[src/rtl/mac_lookup_arbiter.sv]
// Round-robin arbiter sharing one single-read-port MAC table among NUM_PORTS ingress requesters.
// Each lookup runs IDLE -> WAIT -> RESP -> GAP; a miss is declared after TIMEOUT WAIT cycles.
module mac_lookup_arbiter #(
  parameter int NUM_PORTS = 8,
  parameter int MAC_WIDTH = 48,
  parameter int TIMEOUT   = 16,
  localparam int PW = $clog2(NUM_PORTS),
  localparam int CW = $clog2(TIMEOUT + 1)
) (
  input  logic                           clk,
  input  logic                           reset,
  input  logic [NUM_PORTS-1:0]           req_valid,
  input  logic [NUM_PORTS*MAC_WIDTH-1:0] req_mac,
  output logic [NUM_PORTS-1:0]           req_ready,
  output logic [NUM_PORTS-1:0]           resp_valid,
  output logic [PW-1:0]                  resp_port,
  output logic                           resp_hit,
  output logic                           resp_drop,
  output logic                           tbl_read_en,
  output logic [MAC_WIDTH-1:0]           tbl_read_address,
  input  logic [PW-1:0]                  tbl_read_out,
  input  logic                           tbl_read_out_valid
);

  typedef enum logic [1:0] {IDLE, WAIT, RESP, GAP} state_t;

  state_t               state;
  logic [PW-1:0]        grant;
  logic [PW-1:0]        last_grant;
  logic [CW-1:0]        cnt;
  logic [PW-1:0]        pick;
  logic [PW-1:0]        cand;
  logic                 found;
  logic [MAC_WIDTH-1:0] mac_arr [NUM_PORTS];

  for (genvar i = 0; i < NUM_PORTS; i++) begin : g_mac
    assign mac_arr[i] = req_mac[i*MAC_WIDTH +: MAC_WIDTH];
  end

  // Scan upward from last_grant+1 so the most recently served port has lowest priority.
  always_comb begin
    pick  = '0;
    cand  = '0;
    found = 1'b0;
    for (int unsigned i = 0; i < NUM_PORTS; i++) begin
      cand = PW'((32'(last_grant) + i + 1) % NUM_PORTS);
      if (!found && req_valid[cand]) begin
        found = 1'b1;
        pick  = cand;
      end
    end
  end

  always_ff @(posedge clk or negedge reset) begin
    if (!reset) begin
      state            <= IDLE;
      grant            <= '0;
      last_grant       <= PW'(NUM_PORTS - 1);
      cnt              <= '0;
      req_ready        <= '0;
      resp_valid       <= '0;
      resp_port        <= '0;
      resp_hit         <= 1'b0;
      resp_drop        <= 1'b0;
      tbl_read_en      <= 1'b0;
      tbl_read_address <= '0;
    end else begin
      req_ready  <= '0;
      resp_valid <= '0;
      case (state)
        IDLE: begin
          if (found) begin
            grant            <= pick;
            tbl_read_address <= mac_arr[pick];
            req_ready        <= NUM_PORTS'(1) << pick;
            tbl_read_en      <= 1'b1;
            cnt              <= '0;
            state            <= WAIT;
          end
        end
        WAIT: begin
          // cnt == 0 marks the first WAIT cycle, when the table's valid is not yet meaningful.
          if (cnt != '0 && tbl_read_out_valid) begin
            resp_hit    <= 1'b1;
            resp_port   <= tbl_read_out;
            resp_drop   <= (tbl_read_out == grant);
            resp_valid  <= NUM_PORTS'(1) << grant;
            tbl_read_en <= 1'b0;
            last_grant  <= grant;
            state       <= RESP;
          end else if (cnt == CW'(TIMEOUT)) begin
            resp_hit    <= 1'b0;
            resp_port   <= '0;
            resp_drop   <= 1'b0;
            resp_valid  <= NUM_PORTS'(1) << grant;
            tbl_read_en <= 1'b0;
            last_grant  <= grant;
            state       <= RESP;
          end else begin
            cnt <= cnt + 1'b1;
          end
        end
        RESP: state <= GAP;
        GAP:  state <= IDLE;
        default: state <= IDLE;
      endcase
    end
  end

endmodule
[config.mk]
export PLATFORM = sky130hd
export DESIGN_NAME = mac_lookup_arbiter
export DESIGN_NICKNAME = d
export VERILOG_FILES = /design/src/rtl/mac_lookup_arbiter.sv
export SDC_FILE = /design/constraint.sdc
export NUM_CORES = 1
export LEC_CHECK = 0
export BUFFER_PORTS_ARGS = -buffer_cell sky130_fd_sc_hd__buf_4
export CAP_MARGIN = 40
export CORE_AREA = 2 2 183 185
export CTS_BUF_LIST = sky130_fd_sc_hd__clkbuf_8
export CTS_CLUSTER_SIZE = 14
export DETAILED_ROUTE_END_ITERATION = 10
export DIE_AREA = 0 0 185 187
export MAX_ROUTING_LAYER = met4
export PLACE_DENSITY = 0.43
export RECOVER_POWER = 100
export SKIP_CTS_REPAIR_TIMING = 1
export SLEW_MARGIN = 20
export SYNTH_ARGS = -nofsm -noshare
export SYNTH_HDL_FRONTEND = slang
export SYNTH_SLANG_ARGS = --single-unit
[constraint.sdc]
create_clock -name clk -period 5.6 [get_ports clk]
set_input_delay 1.12 -clock clk [delete_from_list [all_inputs] [get_ports clk]]
set_output_delay 1.12 -clock clk [all_outputs]
set_load 0.02 [all_outputs]
==> qor.txt <==
Core Area - 0.0329 mm2
first-pass GRT wire length - 49.4 mm
clock root cell - clkbuf_8
gpl congestion - 0.915
worst slew pin tran - 2.21 ns
worst r2r dst - tbl_read_address[3]$_DFFE_PN0P_
Die H - 187 um
Critical R2R Launch - last_grant[0]$_DFFE_PN1P_
Max stage delay on crit path - 0.73 ns
Fmax achieved - 0.198 GHz
syn nets - 923
Critical Path Source Type - flip-flop
number of synthesized register bits - 83
peak supply drop - 671 uV
max-slew violations - 35
initial antenna violation count - 8
Post-Synthesis Cells - 517
post-synthesis sequential area ratio - 30.7%
Final HPWL DP - 27.4 mm
failing checks - max-capacitance violations, max-slew violations
Ys Warns - 0
DRT Pass-1 Iters - 4
ys flop type - dfrtp_1
Worst Hold Depth - 1
crit share post-route - 90.2%
CTS buffer count - 9
Fin Clk Skew - 0.0131 ns
Hold Slack - 0.508 ns
Residual DRC - 0
Static Leak - 0.00488 uW
IO buf count - 467
Final Hold Fails - 0
Crit. End Element - flip-flop
initial DRC count - 313
vias in the first global route - 7,478
reg-to-reg slack, setup - 0.55 ns
vias per cell - 4.79
Ports - 468
routed wire length - 33.7 mm
count of final setup violators - 0
total gr overflow - 0
Final Critical Period - 5.05 ns
Avg WL per Cell - 23.8 um
vias after detailed routing - 6,797
Die Wd - 185 um
syn avg cell area - 13.1 um2
critical path cell sequence - inv_4 > ha_1 > mux2i_1 > mux2_2 > a221o_1 > and3_1 > and3_4 > a2111oi_0 > o21a_4 > buf_12 > buf_4 > mux4_2 > and3_1 > a221o_1
Worst path top cell family by delay - compound AO/OA/AOI/OAI gates
Max Cap Viol - 1
# nets final - 1,366
CP Class - reg -> reg
overall routing resource usage - 20.1%
Worst Path Max Fanout - 24
share of cells above drive strength 1 - 57.7%
Area growth syn-to-layout - 58.4%
Critical Path RT - 5.85 ns
Min-Delay Endpoint - resp_hit$_DFFE_PN0P_
post-route ant nets - 0
pin count of the biggest net entering global routing - 65
Setup TNS Final - 0 ns
synthesized area - 0.00678 mm2
HP Class - reg -> reg
Buf/Inv on CP - 3
Initial Util - 20.6%
utilization after layout - 32.7%
share of flip-flops with an asynchronous set or reset - 100%
Slowest cell on crit path - ha_1
Die ar. - 0.0346 mm2
count of cell types in the netlist - 53
CTS max path bufs - 2
most frequent cells in the layout - buf_4, mux4_2, dfrtp_1
EDFF count, synth - 0
Rel. slew slack - -47.3%
CTS Sinks - 83
status - complete, but fails checks
Power Density - 863 mW/mm2
htree depth - 3
CTS tree - yes
reg2reg path depth - 14
FP Rows - 67
Data arrival, critical path - 5.30 ns
most common cell after layout, fill and taps aside - buf_4
clock latency on the worst-skew pair - 0.37 ns
Worst Min Path Start - resp_hit$_DFFE_PN0P_
RSZ-0062 raised after global routing - no
Clk pin slew, worst setup/hold paths - 0.10 ns
worst max path at each step:
stage	startpoint	end	slack (ns)	cells past startpoint
final	last_grant[0]$_DFFE_PN1P_	tbl_read_address[3]$_DFFE_PN0P_	0.55	14
after CTS	last_grant[0]$_DFFE_PN1P_	tbl_read_address[3]$_DFFE_PN0P_	0.55	14
after floorplan	last_grant[0]$_DFFE_PN1P_	tbl_read_address[22]$_DFFE_PN0P_	1.39	16
after global placement	last_grant[0]$_DFFE_PN1P_	tbl_read_address[47]$_DFFE_PN0P_	0.67	14
after detailed placement	last_grant[0]$_DFFE_PN1P_	tbl_read_address[3]$_DFFE_PN0P_	0.60	14
after global routing	last_grant[0]$_DFFE_PN1P_	tbl_read_address[13]$_DFFE_PN0P_	0.18	13
registers in the layout, summed over array words and instances (netlist names):
name and count:
tbl_read_en 1, cnt 5, resp_drop 1, req_ready 8, state 2, resp_hit 1
resp_port 3, grant 3, resp_valid 8, tbl_read_address 48, last_grant 3
cell type report:
| class | count | area [um2] |
|---|---|---|
| multi-input combinational | 365 | 4350 |
| timing repair buffer | 486 | 3450 |
| clock buffer | 10 | 138 |
| sequential | 83 | 2080 |
| antenna | 8 | 20.0 |
| tap | 448 | 561 |
| fill | 3469 | 22100 |
| clock inverter | 5 | 86.3 |
| inverter | 15 | 58.8 |
Yosys cell counts (9+ instances only):
cell type	n	area (um2)
a221o_1	50	500
inv_1	13	48.8
nor3_1	10	50.1
mux4_2	108	2430
mux2i_1	9	90.1
nand2_1	20	75.1
buf_2	13	65.1
buf_4	9	67.6
o21ai_0	11	55.1
buf_6	10	113
clkbuf_1	22	82.6
dfrtp_1	80	2000
and3_1	50	313
nor2_1	24	90.1
report_power, final:
part	switching, uW	leakage, uW	internal (uW)	total [uW]
registers	177	0.00105	889	1070
logic	3880	0.00372	3810	7690
clock network	253	0.000113	265	518
kinds of logic after synthesis:
family	synth area share [%]
fa+ha+maj	1.48
xor+xnor	1.49
flops	30.7
mux	38.6
simple gates	10.3
compound gates	11.7
buf+inv	5.70
metrics by stage:
stage	worst slack (ns)	instances	power (uW)	cell area [um2]
6_report	0.550	1420	9280	10700
3_5_place_dp	0.599	1397	9090	10800
2_1_floorplan	1.39	517	6950	6780
5_1_grt	0.182	1420	9950	10700
3_3_place_gp	0.667	1396	9010	10800
4_1_cts	0.550	1412	9630	11000
layer usage:
metal	share of wire, %	up-vias	GRT usage [%]	routed length [um]
li1	-	3042	-	-
met1	39	3454	23.5	13300
met2	51	264	33.0	17400
met3	7.1	37	6.02	2380
met4	2.0	0	5.92	682
met5	0	-	-	0
No activity file was read; power rests on OpenSTA's default activity.
